--- src/rtl/multi_cycle_main_controller.sv ---
// multi_cycle_main_controller: fetch/decode/execute/write-back sequencer for the multi-cycle accumulator processor.
module multi_cycle_main_controller #(
  parameter int CNT_W = 16
) (
  input  logic             clk,
  input  logic             rst,
  input  logic [2:0]       opcode,
  input  logic             zero,
  input  logic             noOp,
  input  logic             moveTo,
  output logic [2:0]       aluOp,
  output logic             pcWrite,
  output logic             pcSrc,
  output logic             IorD,
  output logic             memRead,
  output logic             memWrite,
  output logic             irWrite,
  output logic             regWrite,
  output logic             regDst,
  output logic             memToReg,
  output logic             aluSrcA,
  output logic [1:0]       aluSrcB,
  output logic             instDone,
  output logic [CNT_W-1:0] instCount
);
  typedef enum logic [3:0] {
    S_FETCH, S_DECODE, S_LD_MEM, S_LD_WB, S_ST, S_JMP, S_BRZ, S_C_EX, S_C_WB, S_I_EX, S_I_WB
  } state_t;
  state_t r_state, w_next;
  logic [1:0] r_iop;
  always_ff @(posedge clk) begin
    if (rst) begin
      r_state <= S_FETCH;
      r_iop   <= '0;
    end else begin
      r_state <= w_next;
      // ADDI/SUBI/ANDI (101/110/111) map onto aluOp 000/001/010
      if (r_state == S_DECODE) r_iop <= opcode[1:0] - 2'd1;
    end
  end
  always_ff @(posedge clk) begin
    if (rst) instCount <= '0;
    else if (instDone) instCount <= instCount + CNT_W'(1);
  end
  always_comb begin
    w_next = S_FETCH;
    case (r_state)
      S_FETCH:  w_next = S_DECODE;
      S_DECODE:
        case (opcode)
          3'd0:    w_next = S_LD_MEM;
          3'd1:    w_next = S_ST;
          3'd2:    w_next = S_JMP;
          3'd3:    w_next = S_BRZ;
          3'd4:    w_next = S_C_EX;
          default: w_next = S_I_EX;
        endcase
      S_LD_MEM: w_next = S_LD_WB;
      S_C_EX:   w_next = S_C_WB;
      S_I_EX:   w_next = S_I_WB;
      default:  w_next = S_FETCH;
    endcase
  end
  // Outputs are held at zero for the whole reset cycle, including FETCH strobes.
  always_comb begin
    aluOp    = 3'b000;
    pcWrite  = 1'b0;
    pcSrc    = 1'b0;
    IorD     = 1'b0;
    memRead  = 1'b0;
    memWrite = 1'b0;
    irWrite  = 1'b0;
    regWrite = 1'b0;
    regDst   = 1'b0;
    memToReg = 1'b0;
    aluSrcA  = 1'b0;
    aluSrcB  = 2'b00;
    instDone = 1'b0;
    if (!rst) begin
      case (r_state)
        S_FETCH: begin
          memRead = 1'b1;
          irWrite = 1'b1;
          aluSrcB = 2'b01;
          pcWrite = 1'b1;
        end
        S_LD_MEM: begin
          memRead = 1'b1;
          IorD    = 1'b1;
        end
        S_LD_WB: begin
          regWrite = 1'b1;
          memToReg = 1'b1;
          instDone = 1'b1;
        end
        S_ST: begin
          memWrite = 1'b1;
          IorD     = 1'b1;
          instDone = 1'b1;
        end
        S_JMP: begin
          pcWrite  = 1'b1;
          pcSrc    = 1'b1;
          instDone = 1'b1;
        end
        S_BRZ: begin
          pcWrite  = zero;
          pcSrc    = 1'b1;
          instDone = 1'b1;
        end
        S_C_EX: begin
          aluSrcA = 1'b1;
          aluOp   = 3'b100;
        end
        S_C_WB: begin
          aluSrcA  = 1'b1;
          aluOp    = 3'b100;
          regWrite = ~noOp;
          regDst   = moveTo;
          instDone = 1'b1;
        end
        S_I_EX: begin
          aluSrcA = 1'b1;
          aluSrcB = 2'b10;
          aluOp   = {1'b0, r_iop};
        end
        S_I_WB: begin
          aluSrcA  = 1'b1;
          aluSrcB  = 2'b10;
          aluOp    = {1'b0, r_iop};
          regWrite = 1'b1;
          instDone = 1'b1;
        end
        default: ;
      endcase
    end
  end
endmodule

--- config.mk ---
export PLATFORM = sky130hd
export DESIGN_NAME = multi_cycle_main_controller
export DESIGN_NICKNAME = d
export VERILOG_FILES = /design/src/rtl/multi_cycle_main_controller.sv
export SDC_FILE = /design/constraint.sdc
export NUM_CORES = 1
export LEC_CHECK = 0
export BUFFER_PORTS_ARGS = -buffer_cell sky130_fd_sc_hd__buf_2
export CAP_MARGIN = 20
export CORE_ASPECT_RATIO = 0.75
export CORE_MARGIN = 1.5
export CORE_UTILIZATION = 54
export CTS_CLUSTER_SIZE = 40
export DETAILED_ROUTE_END_ITERATION = 16
export PLACE_DENSITY = 0.83
export SETUP_SLACK_MARGIN = 0.4
export SLEW_MARGIN = 25
export SYNTH_ARGS = -nofsm -noshare
export SYNTH_HDL_FRONTEND = slang
export SYNTH_SLANG_ARGS = --single-unit
--- constraint.sdc ---
create_clock -name clk -period 3.1 [get_ports clk]
set_input_delay 0.31 -clock clk [delete_from_list [all_inputs] [get_ports clk]]
set_output_delay 0.31 -clock clk [all_outputs]
set_load 0.05 [all_outputs]
==> impl_metrics.toml <==
[synth]
ys_types = 40
synth.avg_cell_area_sq_um = 8.19
synth_top_cell_area_share = 0.332
async_reset_ff_frac = 0
yosys-top-cells-area = "dfxtp_1 (33%), a21oi_1 (6.4%), ha_1 (4.7%)"
synth_flop_cell = "dfxtp_1"
synth-edff-count = 0
syn_area_sq_um = 1330
synth_top_area_cell = "dfxtp_1"
ys_ff_latch = 22
yosysSeqAreaShare = 0.332
syn_nets = 175
ys_warn_count = 0
synth_cells = 162

[placed_design]
io_buffers = 39
dpl.hpwl_um = 2140
place.gp.congestion = 0.802

[critical_path]
crit_fanout = 30
rrSetupSlack_ns = 1.07
crit_chain = "nand2_1 -> a221oi_2 -> buf_4 -> nor2_1 -> buf_2"
cp.required_ns = 2.79
worstPathArrival_ns = 2.04
critPathMaxStageDelay_ns = 0.62
cpMaxStageDelayCell = "dfxtp_1"
cp_num_buf_inv = 2
timing.rr.start = "r_state[0]$_SDFF_PP0_"
worstSetupStartpointType = "flip-flop"
worstSetupPathType = "reg -> out"
r2r-end = "instCount[15]$_SDFFE_PP0P_"
cp-end-kind = "primary output"
path_delay_family = "flip-flops"
r2r_cells = 5

[global_routing]
grt_overflow = 0
antenna_found_initial = 0
grt_usage = 0.230
grt_pass1_vias = 1080
grt_pass1_wl_um = 4780
grt_max_degree = 31

[power_and_ir_drop]
power.total_mw = 0.607
internal_power_mw = 0.390
sw_frac_of_total = 0.358
power_frac_seq = 0.518
power.density_nw_per_um2 = 399
leakagePower_nw = 0.655
power_frac_clock = 0.205
vdd_drop_max_mv = 0.206
share_comb_of_total_power = 0.276
power.net_switching_mw = 0.217

[worst_hold_path]
min_path_type = "in -> reg"
min-delay-start = "opcode[0]"
min_path_cells = 2
hold-path-endpoint = "r_iop[0]$_SDFFE_PP0P_"

[drt]
firstDrtPassIters = 5
vias_per_cell = 5.72
drc = 0
drt_iter0_markers = 51
ant_nets = 0
wl_um = 2820
routedWlPerCell_um = 12.4
num_vias = 1298

[clocking]
cts_tree = "built"
cts_hold_buf = 0
ctsLongestPathBuffers = 2
cts_buffers = 3
cts_resized = 0
htreeDepth = 1
clkTransAtPathRegs_ns = 0.12
clock-root-buffer = "clkbuf_4"
cts_sinks = 22
insertion_delay_ns = 0.30
post_cts_buffers = 0

[finish]
register_area_sq_um = 440
multi_input_area_sq_um = 786
drive_gt1_frac = 0.264
final_common_cell = "buf_2"
finalNetCount = 208
final_cell_mix = "buf_2 (39), dfxtp_1 (22), a21oi_1 (17), nor2_1 (12), nor3_1 (9)"
num_antenna_cells = 0
area_delta_synth_final_pct = 14.6
fillers = 212

[die]
die_y_um = 45.9
rows = 15
die-area_sq_um = 2770
core_area_sq_um = 2310
die_w_um = 60.2
io_pins = 40
initial_utilization = 0.575

[sta]
rsz0062_at_grt = "no"
relSlewSlack = 0.664
slew_violations = 0
clock_skew_ns = 0.0106
setup_viol_count_final = 0
hold_violations = 0
fin_hold_ws_ns = 0.252
tightest_slew_ns = 0.501
fmax_ghz = 0.426
fin_crit_ns = 2.35
setup-tns-final_ns = 0
finalCritPeriodShare = 0.757

[job]
maxCapViolCount = 0

[run_status]
status = "complete, no violations"
-- per-layer routing --
layer  up-vias  global-route usage  share of wire
li1        656                   -              -
met1       595               0.320           0.49
met2        45               0.361           0.43
met3         2              0.0653          0.070
met4         0              0.0400         0.0043
met5         -                   0              0
-- per-stage QoR --
stage	setup slack [ns]	instances	utilization	instance area [sq um]
finish	0.754	227	0.659	1520
global route	0.616	227	0.659	1520
CTS	0.782	227	0.659	1520
detailed placement	1.10	224	0.649	1500
global placement	1.24	224	0.649	1500
floorplan	0.806	162	-	1340
-- cell usage after synthesis, drive strengths merged, types with 2 or more instances --
cell type  instances
a211oi             5
o21ai              7
or4                6
or3                7
mux2i              2
and4               2
nand3              5
nand2b             4
and2               4
and3               2
nand4              3
clkbuf             3
nor2              12
nor2b              2
nor3              10
dfxtp             22
ha                 5
a21oi             17
buf                9
o31ai              7
nand2              7
inv                7
-- worst register-to-register path: cells and delay by family (launching register included) --
kind / cells / cell delay (ns)
AND/OR/NAND/NOR: 2 / 0.66
buffers and inverters: 1 / 0.22
AO/OA/AOI/OAI: 1 / 0.05
flip-flops: 1 / 0.62
multiplexers: 1 / 0.37
-- worst max-delay path by stage --
stage,from,endpoint,slack [ns],depth (start not counted)
5_1_grt,r_state[0]$_SDFF_PP0_,instDone,0.62,5
3_5_place_dp,r_state[0]$_SDFF_PP0_,instCount[15]$_SDFFE_PP0P_,1.10,5
6_report,r_state[0]$_SDFF_PP0_,instDone,0.75,5
2_1_floorplan,r_state[0]$_SDFF_PP0_,aluOp[0],0.81,4
3_3_place_gp,r_state[0]$_SDFF_PP0_,instDone,1.24,5
4_1_cts,r_state[0]$_SDFF_PP0_,instDone,0.78,5
-- cells by family (layout without fill, tap and decap cells) --
family	count (synthesis)	count (layout)	synth area share
adder cells (fa/ha/maj)	5	5	0.0472
multiplexers	3	3	0.0236
AND/OR/NAND/NOR	69	69	0.300
AO/OA/AOI/OAI	43	43	0.208
XOR/XNOR	1	1	0.00660
flip-flops	22	22	0.332
buffers and inverters	19	50	0.0830
-- power by group through the flow --
stage	sequential, mW	combinational [mW]	clock, mW
2_1_floorplan	0.317	0.149	0
3_3_place_gp	0.319	0.164	0
3_5_place_dp	0.320	0.168	0
4_1_cts	0.314	0.168	0.131
5_1_grt	0.317	0.183	0.140
6_report	0.314	0.168	0.125
-- layout make-up --
type	count	area share
multi-input cells	121	0.517
inverters	7	0.0173
flip-flops and latches	22	0.290
clock buffers	3	0.0148
repair buffers	40	0.133
well taps	34	0.0280
-- flip-flops by register name (all words and copies together), names as in the netlist --
register and cells:
instCount 16, r_iop 2, r_state 4
Note: power is estimated with default switching activity, not from simulation.
